===== config.mk =====
export PLATFORM = sky130hd
export DESIGN_NAME = sc_llr_scheduler
export DESIGN_NICKNAME = d
export VERILOG_FILES = /design/src/rtl/polar_sched_pkg.sv /design/src/rtl/sc_bit_index_counter.sv /design/src/rtl/sc_llr_scheduler.sv
export SDC_FILE = /design/constraint.sdc
export NUM_CORES = 1
export LEC_CHECK = 0
export ABC_CLOCK_PERIOD_IN_PS = 3200
export CAP_MARGIN = 20
export CORE_ASPECT_RATIO = 1.25
export CORE_MARGIN = 4
export CORE_UTILIZATION = 47
export DETAILED_ROUTE_END_ITERATION = 8
export PLACE_DENSITY = 0.77
export SLEW_MARGIN = 20
export SYNTH_ARGS = -nofsm -noshare
export SYNTH_HDL_FRONTEND = slang
export SYNTH_SLANG_ARGS = --single-unit

===== constraint.sdc =====
create_clock -name clk -period 3.2 [get_ports clk]
set_clock_uncertainty 0.15 [all_clocks]
set_input_delay 0.8 -clock clk [delete_from_list [all_inputs] [get_ports clk]]
set_output_delay 0.8 -clock clk [all_outputs]
set_load 0.01 [all_outputs]

===== src/rtl/polar_sched_pkg.sv =====
// Shared types and helpers for the successive-cancellation LLR scheduler.
package polar_sched_pkg;

    localparam int LOG_N_DEFAULT = 10;
    localparam int N_DEFAULT     = 1 << LOG_N_DEFAULT;

    typedef enum logic [1:0] {
        IDLE = 2'd0,
        LLR  = 2'd1,
        DEC  = 2'd2,
        DONE = 2'd3
    } sched_state_e;

    // Trailing-zero count. Only ever called with a non-zero value
    // (the next bit index), so the all-zero result is never relied on.
    function automatic logic [7:0] ctz(input logic [31:0] v);
        logic [7:0] r;
        r = 8'd0;
        for (int i = 31; i >= 0; i--) begin
            if (v[i[4:0]]) r = i[7:0];
        end
        return r;
    endfunction

endpackage


===== src/rtl/sc_bit_index_counter.sv =====
// Bit-index counter for one codeword: clear, increment, terminal-count flag.
// The count saturates at all-ones so it can never wrap inside a codeword.
module sc_bit_index_counter #(
    parameter int W = 10
) (
    input  logic         clk,
    input  logic         rst_n,
    input  logic         i_clr,
    input  logic         i_inc,
    output logic [W-1:0] o_count,
    output logic         o_tc
);

    logic [W-1:0] r_count;

    // Clear wins over increment; increment is ignored at terminal count.
    always_ff @(posedge clk or negedge rst_n) begin
        if (!rst_n) begin
            r_count <= '0;
        end else if (i_clr) begin
            r_count <= '0;
        end else if (i_inc && !o_tc) begin
            r_count <= r_count + W'(1);
        end
    end

    assign o_count = r_count;
    assign o_tc    = &r_count;

endmodule


===== src/rtl/sc_llr_scheduler.sv =====
// SC polar decoder sequencer: walks bit indices 0..N-1, issuing f/g LLR
// operations stage by stage, then a decision request per bit.
//
//   state | meaning
//   IDLE  | waiting for start
//   LLR   | llr_op_valid high, walking stages down to 0
//   DEC   | dec_req high, waiting for dec_ack
//   DONE  | one-cycle done pulse, then IDLE
module sc_llr_scheduler
    import polar_sched_pkg::*;
#(
    parameter int LOG_N   = LOG_N_DEFAULT,
    parameter int STAGE_W = (LOG_N > 1) ? $clog2(LOG_N) : 1
) (
    input  logic               clk,
    input  logic               reset,
    input  logic               start,
    input  logic               abort,
    output logic               busy,
    output logic               done,
    output logic               llr_op_valid,
    input  logic               llr_op_ready,
    output logic [STAGE_W-1:0] llr_op_stage,
    output logic               llr_op_is_g,
    output logic [LOG_N-1:0]   llr_op_bit_idx,
    output logic               dec_req,
    input  logic               dec_ack,
    output logic [LOG_N-1:0]   dec_bit_idx
);

    sched_state_e       r_state;
    sched_state_e       w_state_nxt;
    logic [STAGE_W-1:0] r_stage;
    logic [STAGE_W-1:0] w_stage_nxt;
    logic               r_llr_valid;
    logic               r_dec_req;
    logic               r_is_g;
    logic               w_clr;
    logic               w_inc;
    logic               w_tc;
    logic [LOG_N-1:0]   w_bit_idx;
    logic [LOG_N-1:0]   w_bit_inc;
    logic [LOG_N-1:0]   w_bit_nxt;
    logic [STAGE_W-1:0] w_ctz_inc;

    sc_bit_index_counter #(
        .W (LOG_N)
    ) u_bit_cnt (
        .clk     (clk),
        .rst_n   (reset),
        .i_clr   (w_clr),
        .i_inc   (w_inc),
        .o_count (w_bit_idx),
        .o_tc    (w_tc)
    );

    assign w_bit_inc = w_bit_idx + LOG_N'(1);
    assign w_ctz_inc = STAGE_W'(ctz(32'(w_bit_inc)));
    assign w_bit_nxt = w_clr ? '0 : (w_inc ? w_bit_inc : w_bit_idx);

    // Next-state, next-stage and counter control; abort overrides everything.
    always_comb begin
        w_state_nxt = r_state;
        w_stage_nxt = r_stage;
        w_clr       = 1'b0;
        w_inc       = 1'b0;
        unique case (r_state)
            IDLE: begin
                if (start) begin
                    w_state_nxt = LLR;
                    w_stage_nxt = STAGE_W'(LOG_N - 1);
                    w_clr       = 1'b1;
                end
            end
            LLR: begin
                if (r_llr_valid && llr_op_ready) begin
                    if (r_stage == '0) w_state_nxt = DEC;
                    else               w_stage_nxt = r_stage - STAGE_W'(1);
                end
            end
            DEC: begin
                if (dec_ack) begin
                    if (w_tc) begin
                        w_state_nxt = DONE;
                    end else begin
                        w_state_nxt = LLR;
                        w_stage_nxt = w_ctz_inc;
                        w_inc       = 1'b1;
                    end
                end
            end
            DONE: begin
                w_state_nxt = IDLE;
            end
            default: begin
                w_state_nxt = IDLE;
            end
        endcase
        if (abort && r_state != IDLE) begin
            w_state_nxt = IDLE;
            w_stage_nxt = '0;
            w_clr       = 1'b1;
            w_inc       = 1'b0;
        end
    end

    // State and registered handshake outputs.
    always_ff @(posedge clk or negedge reset) begin
        if (!reset) begin
            r_state     <= IDLE;
            r_stage     <= '0;
            r_llr_valid <= 1'b0;
            r_dec_req   <= 1'b0;
            r_is_g      <= 1'b0;
        end else begin
            r_state     <= w_state_nxt;
            r_stage     <= w_stage_nxt;
            r_llr_valid <= (w_state_nxt == LLR);
            r_dec_req   <= (w_state_nxt == DEC);
            r_is_g      <= (w_state_nxt == LLR) && w_bit_nxt[w_stage_nxt];
        end
    end

    assign busy           = (r_state != IDLE);
    assign done           = (r_state == DONE);
    assign llr_op_valid   = r_llr_valid;
    assign llr_op_stage   = r_stage;
    assign llr_op_is_g    = r_is_g;
    assign llr_op_bit_idx = w_bit_idx;
    assign dec_req        = r_dec_req;
    assign dec_bit_idx    = w_bit_idx;

endmodule


Yosys cells after proc, flatten, opt, wreduce, memory -nomap -nowiden. Index checks and enable logic that the tools add are counted.

Register bits after elaboration: 19. Input port bits: 6. Output and inout port bits: 29. Word-level logic and storage cells: 61.

Add/sub/neg operators: 2. Order comparisons: 1. Equality and inequality tests: 5. Multiplexer cells: 37. Reduce and logical (&&, ||, !) cells: 10.

Operators with widths (count): $mux 4 (16); $mux 10 (4); $mux 2 (6); $pmux 4 s3 (1); $add 10x1->10 const B (1); $reduce_and 10->1 (1); $mux 1 (8); $pmux 2 s4 (1); $eq 2x2->1 const B (3); $lt 4x5->1 const B (1); $bmux 1 s4 (1); $eq 2x1->1 const B (2); $logic_and 1x1->1 (4); $logic_not 4->1 (1); $reduce_bool 2->1 (2); $sub 4x1->4 const B (1); $logic_not 2->1 (1); $logic_not 1->1 (1).

Depth between registers and ports, before layout.
Depth in word-level cells: 18. Depth in mapped cells: 12. Depth with buffers taken out: 12.

Cells and area by module. A second synthesis with hierarchy kept.

Cells, all modules: 260. Area, all modules: 2045.7 um^2.

By module, submodules not included: sc_llr_scheduler (times used 1, cells each 204, area each 1485.2 um^2, seq. area each 225.2 um^2); sc_bit_index_counter (times used 1, cells each 56, area each 560.5 um^2, seq. area each 250.2 um^2).

Worst setup path before layout. OpenSTA, ideal clock, no wires.

Path kind: register -> register. From: register u_bit_cnt.r_count[1], in the netlist u_bit_cnt.o_count[1]. To: register r_is_g, in the netlist llr_op_is_g. Library setup time: 0.111 ns. Arrival: 2.789 ns. Required time: 2.939 ns. Path slack: 0.149 ns. Cell stages (with the launch flop): 11. Buffers on the path: 1. Clock period less this slack: 3.051 ns. Path through: dfrtp_1 ha_1 buf_6 and3b_1 o211a_1 or3_1 a211o_1 a21bo_2 mux2_4 o31a_1 a2111oi_2.

Cells in the longest elaborated chain, start to end: 18. Elaborated cells between the ends (all ways): 30. Classes of those cells: add/sub (1); eq/ne (1); mux (26); reduce/logical (2).

Ends and longest elaborated chain: start: declaration (RTL line sc_bit_index_counter.sv:14) `logic [W-1:0] r_count;`; start signal: assignment (RTL line sc_bit_index_counter.sv:23) `r_count <= r_count + W'(1);`; $add 10x1->10 (RTL line sc_llr_scheduler.sv:57) `assign w_bit_inc = w_bit_idx + LOG_N'(1);`; $mux 4 (10 in a row) (RTL line polar_sched_pkg.sv:20) `if (v[i[4:0]]) r = i[7:0];`; $mux 4 (*) (RTL line sc_llr_scheduler.sv:83) `if (w_tc) begin`; $mux 4 (*) (RTL line sc_llr_scheduler.sv:82) `if (dec_ack) begin`; $pmux 4 s3 (*) (RTL line sc_llr_scheduler.sv:67) `unique case (r_state)`; $mux 4 (*) (RTL line sc_llr_scheduler.sv:99) `if (abort && r_state != IDLE) begin`; net w_stage_nxt[0] (RTL line sc_llr_scheduler.sv:34) `logic [STAGE_W-1:0] w_stage_nxt;`; $bmux 1 s4 (*) (RTL line sc_llr_scheduler.sv:120) `r_is_g <= (w_state_nxt == LLR) && w_bit_nxt[w_stage_nxt];`; $mux 1 (not written as such) (*) (RTL line sc_llr_scheduler.sv:120); $logic_and 1x1->1 (*) (RTL line sc_llr_scheduler.sv:120); end signal: assignment (RTL line sc_llr_scheduler.sv:120); end: declaration (RTL line sc_llr_scheduler.sv:37) `logic r_is_g;`.

Mark *: on every way through the listed nets, which the timed path passes. The rest lies on a longest branch. The select of a mux whose other input is x is not followed. A chain may end at the register's enable or synchronous reset.

Worst setup path after layout.
From: input port llr_op_ready. To: register r_is_g, in the netlist llr_op_is_g.

Cells in the longest elaborated chain, start to end: 7. Elaborated cells between the ends (all ways): 11. Classes of those cells: eq/ne (1); mux (8); reduce/logical (2).

Ends and longest elaborated chain: start: declaration (RTL line sc_llr_scheduler.sv:22) `input logic llr_op_ready,`; $logic_and 1x1->1 (RTL line sc_llr_scheduler.sv:76) `if (r_llr_valid && llr_op_ready) begin`; $mux 4 (RTL line sc_llr_scheduler.sv:76); $pmux 4 s3 (RTL line sc_llr_scheduler.sv:67); $mux 4 (RTL line sc_llr_scheduler.sv:99); net w_stage_nxt[1] (RTL line sc_llr_scheduler.sv:34); $bmux 1 s4 (RTL line sc_llr_scheduler.sv:120); $mux 1 (not written as such) (RTL line sc_llr_scheduler.sv:120); $logic_and 1x1->1 (RTL line sc_llr_scheduler.sv:120).

The timed path passes the listed nets, and every way through them passes these cells. The select of a mux whose other input is x is not followed.

==> flow_summary_export.csv <==
group,metric,value,unit
grt,grt_pass1_wl,8850,microns
detailed_routing,drtPass1Iterations,5,
cts,cts.path.max_buffers,2,
power,leakage,0.998,nW
detailed_routing,vias,1886,
detailed_routing,drtIter0Drc,132,
hold_path,hold_path_depth,2,
finish,drive_gt1_frac,0.221,
floorplan,coreArea,0.00357,sq mm
worst_setup_path,reg2reg_depth,8,
floorplan,rows,24,
power,combPwrFrac,0.524,
floorplan,die_h,76.6,microns
hold_path,hold_class,"reg2reg",
hold_path,hold_path_startpoint,"u_bit_cnt.o_count[5]",
worst_setup_path,criticalPathCategory,"in2reg",
placed_design,io_buffers,34,
grt,antenna_found_initial,0,
power,ir_drop,0.234,mV
grt,track_usage,0.226,
logic_synthesis,syn_nets,232,
logic_synthesis,synthCells,224,
timing,finalSetupViolations,0,
placed_design,dp_slack,-0.310,ns
detailed_routing,routed.top_layer,"met4",
timing,final.min_clock_period,3.17,ns
placed_design,place.gp.congestion,0.913,
detailed_routing,viasPerCell,6.06,
power,powerDensity,426,mW/mm^2
floorplan,dieWidth,62.9,microns
logic_synthesis,yosysTopAreaCellShare,0.268,
power,clkPwrFrac,0.172,
logic_synthesis,synth_warnings,0,
floorplan,initial_core_util,0.496,
timing,worst_slew_margin_rel,0.618,
cts,cts_buffers,3,
worst_setup_path,endpoint_kind,"flop",
worst_setup_path,reg2reg_slack,0.13,ns
cts,cts_tree,"done",
timing,whs,0.637,ns
placed_design,post-dp-hpwl,4050,microns
logic_synthesis,yosysMostFrequentCell,"nor2_1",
cts,cts_setup_buffers,0,
cts,clock-sinks,19,
logic_synthesis,ys.flop_type,"dfrtp_1",
finish,nFillCells,315,
power,power.internal,0.634,mW
grt,grt_max_degree,20,
logic_synthesis,synth.largest_area_cell,"dfrtp_1",
worst_setup_path,crit_chain,"clkdlybuf4s50_1 -> nand2_2 -> or4b_1 -> o211a_1 -> a311o_1 -> a211o_4 -> o31a_1 -> a2111oi_4",
logic_synthesis,ys_top_cells_by_area,"dfrtp_1, buf_4, nor2_1, nand2_1, mux2i_1",
grt,grt_pass1_vias,1833,
detailed_routing,dr_wl_met2,2850,microns
detailed_routing,ant_nets,0,
worst_setup_path,crit_arrival,3.17,ns
worst_setup_path,critical-path-max-stage-delay,0.49,ns
timing,fmax,316,MHz
timing,hold_viol_final,0,
floorplan,dieArea,0.00482,sq mm
detailed_routing,wire_per_inst,17.5,microns
logic_synthesis,synth_edf_count,0,
cts,cts_root_buf,"clkbuf_8",
power,power_switching_share,0.391,
worst_setup_path,reg2reg_from,"u_bit_cnt.o_count[3]",
worst_setup_path,cpMaxStageDelayCell,"clkdlybuf4s50_1",
worst_setup_path,worstSetupPathDepth,8,
timing,setup_slack,0.0341,ns
floorplan,pin_count,35,
logic_synthesis,synth_common_cells,"nor2_1, nand2_1, dfrtp_1",
power,seq_power_share,0.304,
grt,grt_overflow_total,0,
timing,period_share,0.989,
finish,num_antenna_cells,0,
worst_setup_path,path_max_fanout,5,
cts,cts.htree.levels,1,
logic_synthesis,ys_ff_latch,19,
timing,maxSlewViolCount,0,
worst_setup_path,critPathBufInv,1,
finish,fin_nets,281,
detailed_routing,drt_wl_total,5430,microns
worst_setup_path,regToRegEndpoint,"llr_op_is_g",
logic_synthesis,ys_seq_area_frac,0.268,
worst_setup_path,worstPathRequired,3.21,ns
logic_synthesis,syn_area,0.00177,sq mm
run_status,status,"finished, final reports clean",
detailed_routing,met3_length,236,microns
timing,tightest_slew,0.570,ns
logic_synthesis,async_flop_share,1.00,
logic_synthesis,avgSynthCellArea,7.91,sq um
logic_synthesis,synth_cell_types,58,
cts,clkTransAtPathRegs,0.08,ns
run,cap_violations,0,
hold_path,min_to,"u_bit_cnt.o_count[5]",
detailed_routing,drc,0,
detailed_routing,wl_met1,2160,microns
power,p_sw,0.407,mW
worst_setup_path,critical_path.startpoint_type,"input port",
finish,area_growth,37.9,%
worst_setup_path,path_delay_family,"compound AO/OA/AOI/OAI gates",
cts,insertion_delay,0.26,ns
worst max-delay path by stage:
| stage | startpoint | endpoint | slack [ns] |
|---|---|---|---|
| after floorplan | u_bit_cnt.o_count[1] | llr_op_is_g | 0.15 |
| after global placement | dec_ack | llr_op_is_g | -0.22 |
| after detailed placement | abort | llr_op_is_g | -0.31 |
| after CTS | dec_ack | llr_op_is_g | 0.004 |
| after global routing | llr_op_ready | llr_op_is_g | -0.01 |
| final | llr_op_ready | llr_op_is_g | 0.03 |
repair_timing:
item                                    4_1_cts  5_1_grt
hold buffers                                  0        0
gates resized for setup                       9       19
pin swaps                                     2        1
endpoints found under the setup margin        1        1
flip-flops by register name (all words and copies together) (netlist names):
name	count
u_bit_cnt.o_count	10
llr_op_valid	1
r_state	2
llr_op_is_g	1
llr_op_stage	4
dec_req	1
worst register-to-register path: cells and delay by family (launching register included):
kind,cells,cell delay [ns]
muxes,1,0.29
DFF,1,0.60
AOI/OAI and AO/OA,5,1.35
and+or+nand+nor,2,0.57
power groups by stage:
stage,clock (mW),sequential [mW],combinational (mW)
floorplan,0,0.317,0.244
global placement,0,0.319,0.444
detailed placement,0,0.318,0.455
CTS,0.183,0.313,0.495
global route,0.193,0.323,0.579
finish,0.180,0.317,0.546
per-layer routing:
| layer | track usage | up-vias |
|---|---|---|
| met5 | 0 | - |
| met4 | 0.102 | 0 |
| met3 | 0.0236 | 17 |
| met2 | 0.403 | 74 |
| met1 | 0.268 | 887 |
| li1 | - | 908 |
cells by family (layout without fill, tap and decap cells):
logic type	Yosys count	in the layout	synth area share
AO/OA/AOI/OAI	53	53	0.223
XOR/XNOR	9	9	0.0445
adder cells (fa/ha/maj)	2	2	0.0141
buffers and inverters	33	81	0.106
flip-flops	19	19	0.268
multiplexers	6	6	0.0367
AND/OR/NAND/NOR	102	102	0.307
cells in the final DEF, fill, tap and decap left out, drive strengths merged, types with 5 or more instances in the layout:
| master | count |
|---|---|
| clkdlybuf4s50 | 33 |
| buf | 33 |
| nor2 | 24 |
| nand2 | 22 |
| dfrtp | 19 |
| inv | 10 |
| nor3 | 9 |
| o21ai | 9 |
| nand3 | 8 |
| a21oi | 6 |
| nor2b | 5 |
| and2 | 5 |
| xnor2 | 5 |
| mux2i | 5 |
area by class of cell:
| class | instances | area (sq um) | area share |
|---|---|---|---|
| Sequential cell | 19 | 477 | 0.195 |
| Tap cell | 39 | 48.8 | 0.0200 |
| Timing Repair Buffer | 67 | 591 | 0.242 |
| Clock buffer | 3 | 41.3 | 0.0169 |
| Clock inverter | 1 | 7.51 | 0.00307 |
| Multi-Input combinational cell | 172 | 1240 | 0.508 |
| Inverter | 10 | 37.5 | 0.0154 |
stage by stage:
step	instance area, sq um	power, mW	std cells	setup TNS, ns	util
after global routing	2440	1.10	311	-0.00996	0.684
after floorplan	1770	0.561	224	0	-
after detailed placement	2260	0.773	307	-0.310	0.632
after global placement	2260	0.763	307	-0.223	0.632
after CTS	2350	0.992	311	0	0.658
final	2440	1.04	311	0	0.684
Note: power is estimated with default switching activity, not from simulation.
